**src/rtl/demux_pkg.sv**
```systemverilog
// Shared constants for the 1-to-4 stream demultiplexer slice.
package demux_pkg;

    localparam int unsigned N      = 4;
    localparam int unsigned SEL_W  = 2;
    localparam int unsigned NUM_CH = 4;
    localparam int unsigned CNT_W  = 8;

    localparam logic [SEL_W-1:0] CH0 = 2'd0;
    localparam logic [SEL_W-1:0] CH1 = 2'd1;
    localparam logic [SEL_W-1:0] CH2 = 2'd2;
    localparam logic [SEL_W-1:0] CH3 = 2'd3;

endpackage

```
**src/rtl/demux_slot.sv**
```systemverilog
// One-entry valid/ready output buffer with a wrapping delivered-word counter.
module demux_slot #(
    parameter int n     = 4,
    parameter int CNT_W = 8
) (
    input  logic             clk,
    input  logic             reset,
    input  logic             load,
    input  logic [n-1:0]     d,
    input  logic             out_ready,
    output logic             out_valid,
    output logic [n-1:0]     q,
    output logic             drain,
    output logic [CNT_W-1:0] cnt
);

    assign drain = out_valid & out_ready;

    // A load on the same edge as a drain wins, so the slot stays full at full rate.
    always_ff @(posedge clk or posedge reset) begin
        if (reset) begin
            out_valid <= 1'b0;
            q         <= '0;
            cnt       <= '0;
        end else begin
            if (load) begin
                q         <= d;
                out_valid <= 1'b1;
            end else if (drain) begin
                out_valid <= 1'b0;
            end
            if (drain)
                cnt <= cnt + CNT_W'(1);
        end
    end

endmodule

```
**src/rtl/demux_1x4_stream.sv**
```systemverilog
// Routes one input stream word per handshake into one of four buffered output channels.
module demux_1x4_stream #(
    parameter int n     = 4,
    parameter int CNT_W = 8
) (
    input  logic             clk,
    input  logic             reset,
    input  logic [n-1:0]     w,
    input  logic [1:0]       s,
    input  logic             in_valid,
    output logic             in_ready,
    output logic [n-1:0]     f0,
    output logic [n-1:0]     f1,
    output logic [n-1:0]     f2,
    output logic [n-1:0]     f3,
    output logic [3:0]       out_valid,
    input  logic [3:0]       out_ready,
    output logic [CNT_W-1:0] cnt0,
    output logic [CNT_W-1:0] cnt1,
    output logic [CNT_W-1:0] cnt2,
    output logic [CNT_W-1:0] cnt3
);

    import demux_pkg::*;

    logic              accept;
    logic [NUM_CH-1:0] load;
    logic [NUM_CH-1:0] drain;
    logic [n-1:0]      q   [NUM_CH];
    logic [CNT_W-1:0]  cnt [NUM_CH];

    // ~valid | ready == ~valid | drain; only the addressed slot gates acceptance.
    assign in_ready = ~reset & (~out_valid[s] | drain[s]);
    assign accept   = in_valid & in_ready;

    assign load = {accept & (s == CH3),
                   accept & (s == CH2),
                   accept & (s == CH1),
                   accept & (s == CH0)};

    for (genvar k = 0; k < NUM_CH; k++) begin : g_slot
        demux_slot #(
            .n     (n),
            .CNT_W (CNT_W)
        ) u_slot (
            .clk       (clk),
            .reset     (reset),
            .load      (load[k]),
            .d         (w),
            .out_ready (out_ready[k]),
            .out_valid (out_valid[k]),
            .q         (q[k]),
            .drain     (drain[k]),
            .cnt       (cnt[k])
        );
    end

    assign f0   = q[0];
    assign f1   = q[1];
    assign f2   = q[2];
    assign f3   = q[3];
    assign cnt0 = cnt[0];
    assign cnt1 = cnt[1];
    assign cnt2 = cnt[2];
    assign cnt3 = cnt[3];

endmodule

```
**config.mk**
```make
export PLATFORM = sky130hd
export DESIGN_NAME = demux_1x4_stream
export DESIGN_NICKNAME = d
export VERILOG_FILES = /design/src/rtl/demux_pkg.sv /design/src/rtl/demux_slot.sv /design/src/rtl/demux_1x4_stream.sv
export SDC_FILE = /design/constraint.sdc
export NUM_CORES = 1
export LEC_CHECK = 0
export ABC_AREA = 0
export ABC_CLOCK_PERIOD_IN_PS = 3300
export CORE_ASPECT_RATIO = 0.5
export CORE_MARGIN = 1
export CORE_UTILIZATION = 30
export CTS_CLUSTER_SIZE = 10
export DETAILED_ROUTE_END_ITERATION = 7
export GPL_ROUTABILITY_DRIVEN = 0
export SLEW_MARGIN = 10
export SYNTH_ARGS = -nofsm -noshare
export SYNTH_HDL_FRONTEND = slang
export SYNTH_SLANG_ARGS = --single-unit
```
**constraint.sdc**
```tcl
create_clock -name clk -period 3.3 [get_ports clk]
set_clock_uncertainty 0.05 [all_clocks]
set_input_delay 0.33 -clock clk [delete_from_list [all_inputs] [get_ports clk]]
set_output_delay 0.33 -clock clk [all_outputs]
set_load 0.02 [all_outputs]
```
==> flow_summary.toml <==
[setup_path]
worst_ep_arrival_time_ns = 2.13
rr_startpoint = "g_slot[1].u_slot.out_valid$_DFFE_PP0P_"
worst-path-max-fanout = 8
r2r_cells = 3
endpoint = "in_ready"
worst_r2r_endpoint = "g_slot[1].u_slot.q[2]$_DFFE_PP0P_"
crit_path_start_kind = "input pin"
worstSetupPathType = "in -> out"
ff2ff_setup_slack_ns = 1.84
startpoint = "s[1]"
setup.worst_path.end_class = "output port"
worstPathRequired_ns = 2.92

[power_and_ir_drop]
totalPowerFinal_mw = 2.272
powerDensity_nw_per_um2 = 708.6
vdd_ir_drop_max_mv = 0.2422
p_leak_nw = 1.381

[timing]
fin_tns_setup_ns = 0
hold_viol = 0
slew_headroom = 0.3955
min_period_ns = 2.514
max_freq_mhz = 397.8
slew_viol_final = 0
rsz0062_at_grt = "false"
finalSetupViolCount = 0
worst_pin_slew_ns = 0.9056
fin_crit_sh = 0.7619

[routing]
via_count = 1518
routed_wl_um = 4616
post-route-drc-count = 0
routedWlPerCell_um = 13.70
drtIter0Drc = 45
drtAntennaViolNets = 0
dr.pass1.iters = 2
vias_per_cell = 4.504

[global_routing]
grt_max_degree = 53
grt_util_all_layers = 0.1256
gr-total-overflow = 0
grt_pass1_wl_um = 7893
antenna_found_initial = 0
grt_pass1_vias = 1576

[yosys]
synth-seq-cells = 52
ys_warn_count = 0
synth_nets = 194
syn-cell-area_um2 = 2258
synth_area_leaders = "dfrtp_1 (58%), mux2_2 (8.0%), xnor2_1 (7.8%)"
yosysTopAreaCellShare = 0.5762
syn_inst = 177
synth_top_area_cell = "dfrtp_1"
seq_area_frac_synth = 0.5762
synth.distinct_cells = 29
avgSynthCellArea_um2 = 12.76

[placed_design]
numPortBuffers = 65
hpwl_um = 3399

[floorplanning]
io_pins = 66
die_h_um = 63.35
initial_core_util = 0.3243
num_rows = 21
core_area_um2 = 6963
fp.dieW_um = 124.7
dieArea_um2 = 7900

[clock_network]
clockBufferDepth = 2
hold_buffers = 0
cts_tree = "done"
cts_resized = 0
cts.sinks = 52
cts_root_buffer = "clkbuf_16"
postCtsSetupBuffers = 0
clk_pin_slew_worst_paths_ns = 0.06
worstSkewPairLatency_ns = 0.28
cts_buffers = 5
h-tree-depth = 2

[hold_path]
hold_start = "g_slot[1].u_slot.cnt[7]$_DFFE_PP0P_"
min_path_type = "reg -> reg"

[final_layout]
layout.nets = 261
diodes = 0
layout-drive-gt1-share = 0.1388
syn_to_final_growth_pct = 41.99

[job]
drv_cap = 0

[outcome]
status = "finished, final reports clean"
==> Yosys cell counts <==
| library cell | count |
|---|---|
| dfrtp_1 | 52 |
| xnor2_1 | 20 |
| nand2_1 | 17 |
| mux2_2 | 16 |
| nand4_1 | 8 |
| xor2_1 | 8 |
| nand3_1 | 6 |
| nor2_1 | 6 |
| and3_1 | 5 |
| buf_4 | 4 |
| ha_1 | 4 |
| mux2_4 | 4 |
| nand2b_1 | 4 |
| nor3_1 | 3 |
| o21ai_0 | 3 |
| and4_1 | 2 |
| nand2b_4 | 2 |
| nor4_1 | 2 |
| a21oi_1 | 1 |
| and2_1 | 1 |
| clkbuf_1 | 1 |
| inv_1 | 1 |
| nand3b_1 | 1 |
| nand4b_1 | 1 |
| nor2b_1 | 1 |
| nor3b_2 | 1 |
| o31ai_1 | 1 |
| or3b_2 | 1 |
| or3b_4 | 1 |
==> power breakdown <==
group / internal, mW / switching [mW] / leakage (nW)
combinational: 0.346 / 0.307 / 0.604
sequential: 0.764 / 0.129 / 0.672
clock: 0.511 / 0.217 / 0.104
total: 1.62 / 0.652 / 1.38
==> placed cells by master, fill, tap and decap left out <==
cell type and n:
nor3_1 3, nand2b_1 4, bufinv_16 3, ha_1 4, xnor2_1 20, nor3b_2 1
a21oi_1 1, nand2_1 17, clkdlybuf4s50_1 65, and2_1 1, or3b_2 1, mux2_2 16
nand3_1 6, clkinv_2 1, or3b_4 1, nor2b_1 1, nor4_1 2, o31ai_1 1
nand4_1 8, nor2_1 6, xor2_1 8, nand2b_4 2, and4_1 2, o21ai_0 3
clkbuf_16 5, nand4b_1 1, mux2_4 4, and3_1 5, nand3b_1 1, dfrtp_1 52
==> registers in the layout (all words and copies together), names as in the netlist <==
name and count:
g_slot.u_slot.q 16, g_slot.u_slot.cnt 32, g_slot.u_slot.out_valid 4
==> worst max-delay path: stages <==
cell and delay, ns:
clkdlybuf4s50_1 0.52, or3b_2 0.48, a21oi_1 0.18, nor4_1 0.07, clkdlybuf4s50_1 0.55
==> kinds of logic after synthesis <==
group / count (synthesis) / share of synthesized area
muxes: 20 / 0.1064
xor gates and xnor gates: 28 / 0.1086
and+or+nand+nor: 62 / 0.1579
buffers and inverters: 6 / 0.01662
AOI/OAI and AO/OA: 5 / 0.01219
adders and majority gates: 4 / 0.02216
DFF: 52 / 0.5762
==> area by class of cell <==
type | count | area [um2]
inverters | 1 | 5.005
flip-flops and latches | 52 | 1301
repair buffers | 65 | 650.6
clock inverters | 3 | 90.09
fillers | 625 | 3756
clock buffers | 5 | 125.1
multi-input cells | 119 | 919.6
well taps | 92 | 115.1
==> metal layers <==
metal  global-route usage  wire [um]  up-vias
met1               0.1575       2164      759
met4              0.03163         33        0
li1                     -          -      739
met3              0.03144        129        2
met2               0.2175       2289       18
met5                    0          0        -
==> worst min-delay path by stage <==
stage / endpoint / slack, ns / cells after the start
after floorplan: g_slot[0].u_slot.out_valid$_DFFE_PP0P_ / 0.37 / 1
after global placement: g_slot[0].u_slot.cnt[7]$_DFFE_PP0P_ / 0.41 / 1
after detailed placement: g_slot[0].u_slot.cnt[7]$_DFFE_PP0P_ / 0.41 / 1
after CTS: g_slot[0].u_slot.cnt[7]$_DFFE_PP0P_ / 0.43 / 1
after global routing: g_slot[0].u_slot.cnt[7]$_DFFE_PP0P_ / 0.45 / 1
final: g_slot[1].u_slot.cnt[7]$_DFFE_PP0P_ / 0.42 / 1
==> metrics by stage <==
| step | hold slack, ns | instance area (um2) | setup slack, ns | instances | util |
|---|---|---|---|---|---|
| final | 0.4210 | 3207 | 0.7859 | 337 | 0.4606 |
| after global routing | 0.4495 | 3207 | 0.7170 | 337 | 0.4606 |
| after CTS | 0.4260 | 3206 | 0.7791 | 337 | 0.4604 |
| after detailed placement | 0.4108 | 2990 | 0.7913 | 329 | 0.4295 |
| after global placement | 0.4055 | 2990 | 0.8012 | 329 | 0.4295 |
| after floorplan | 0.3750 | 2258 | 1.592 | 177 | - |
(Power assumes the default switching activity.)
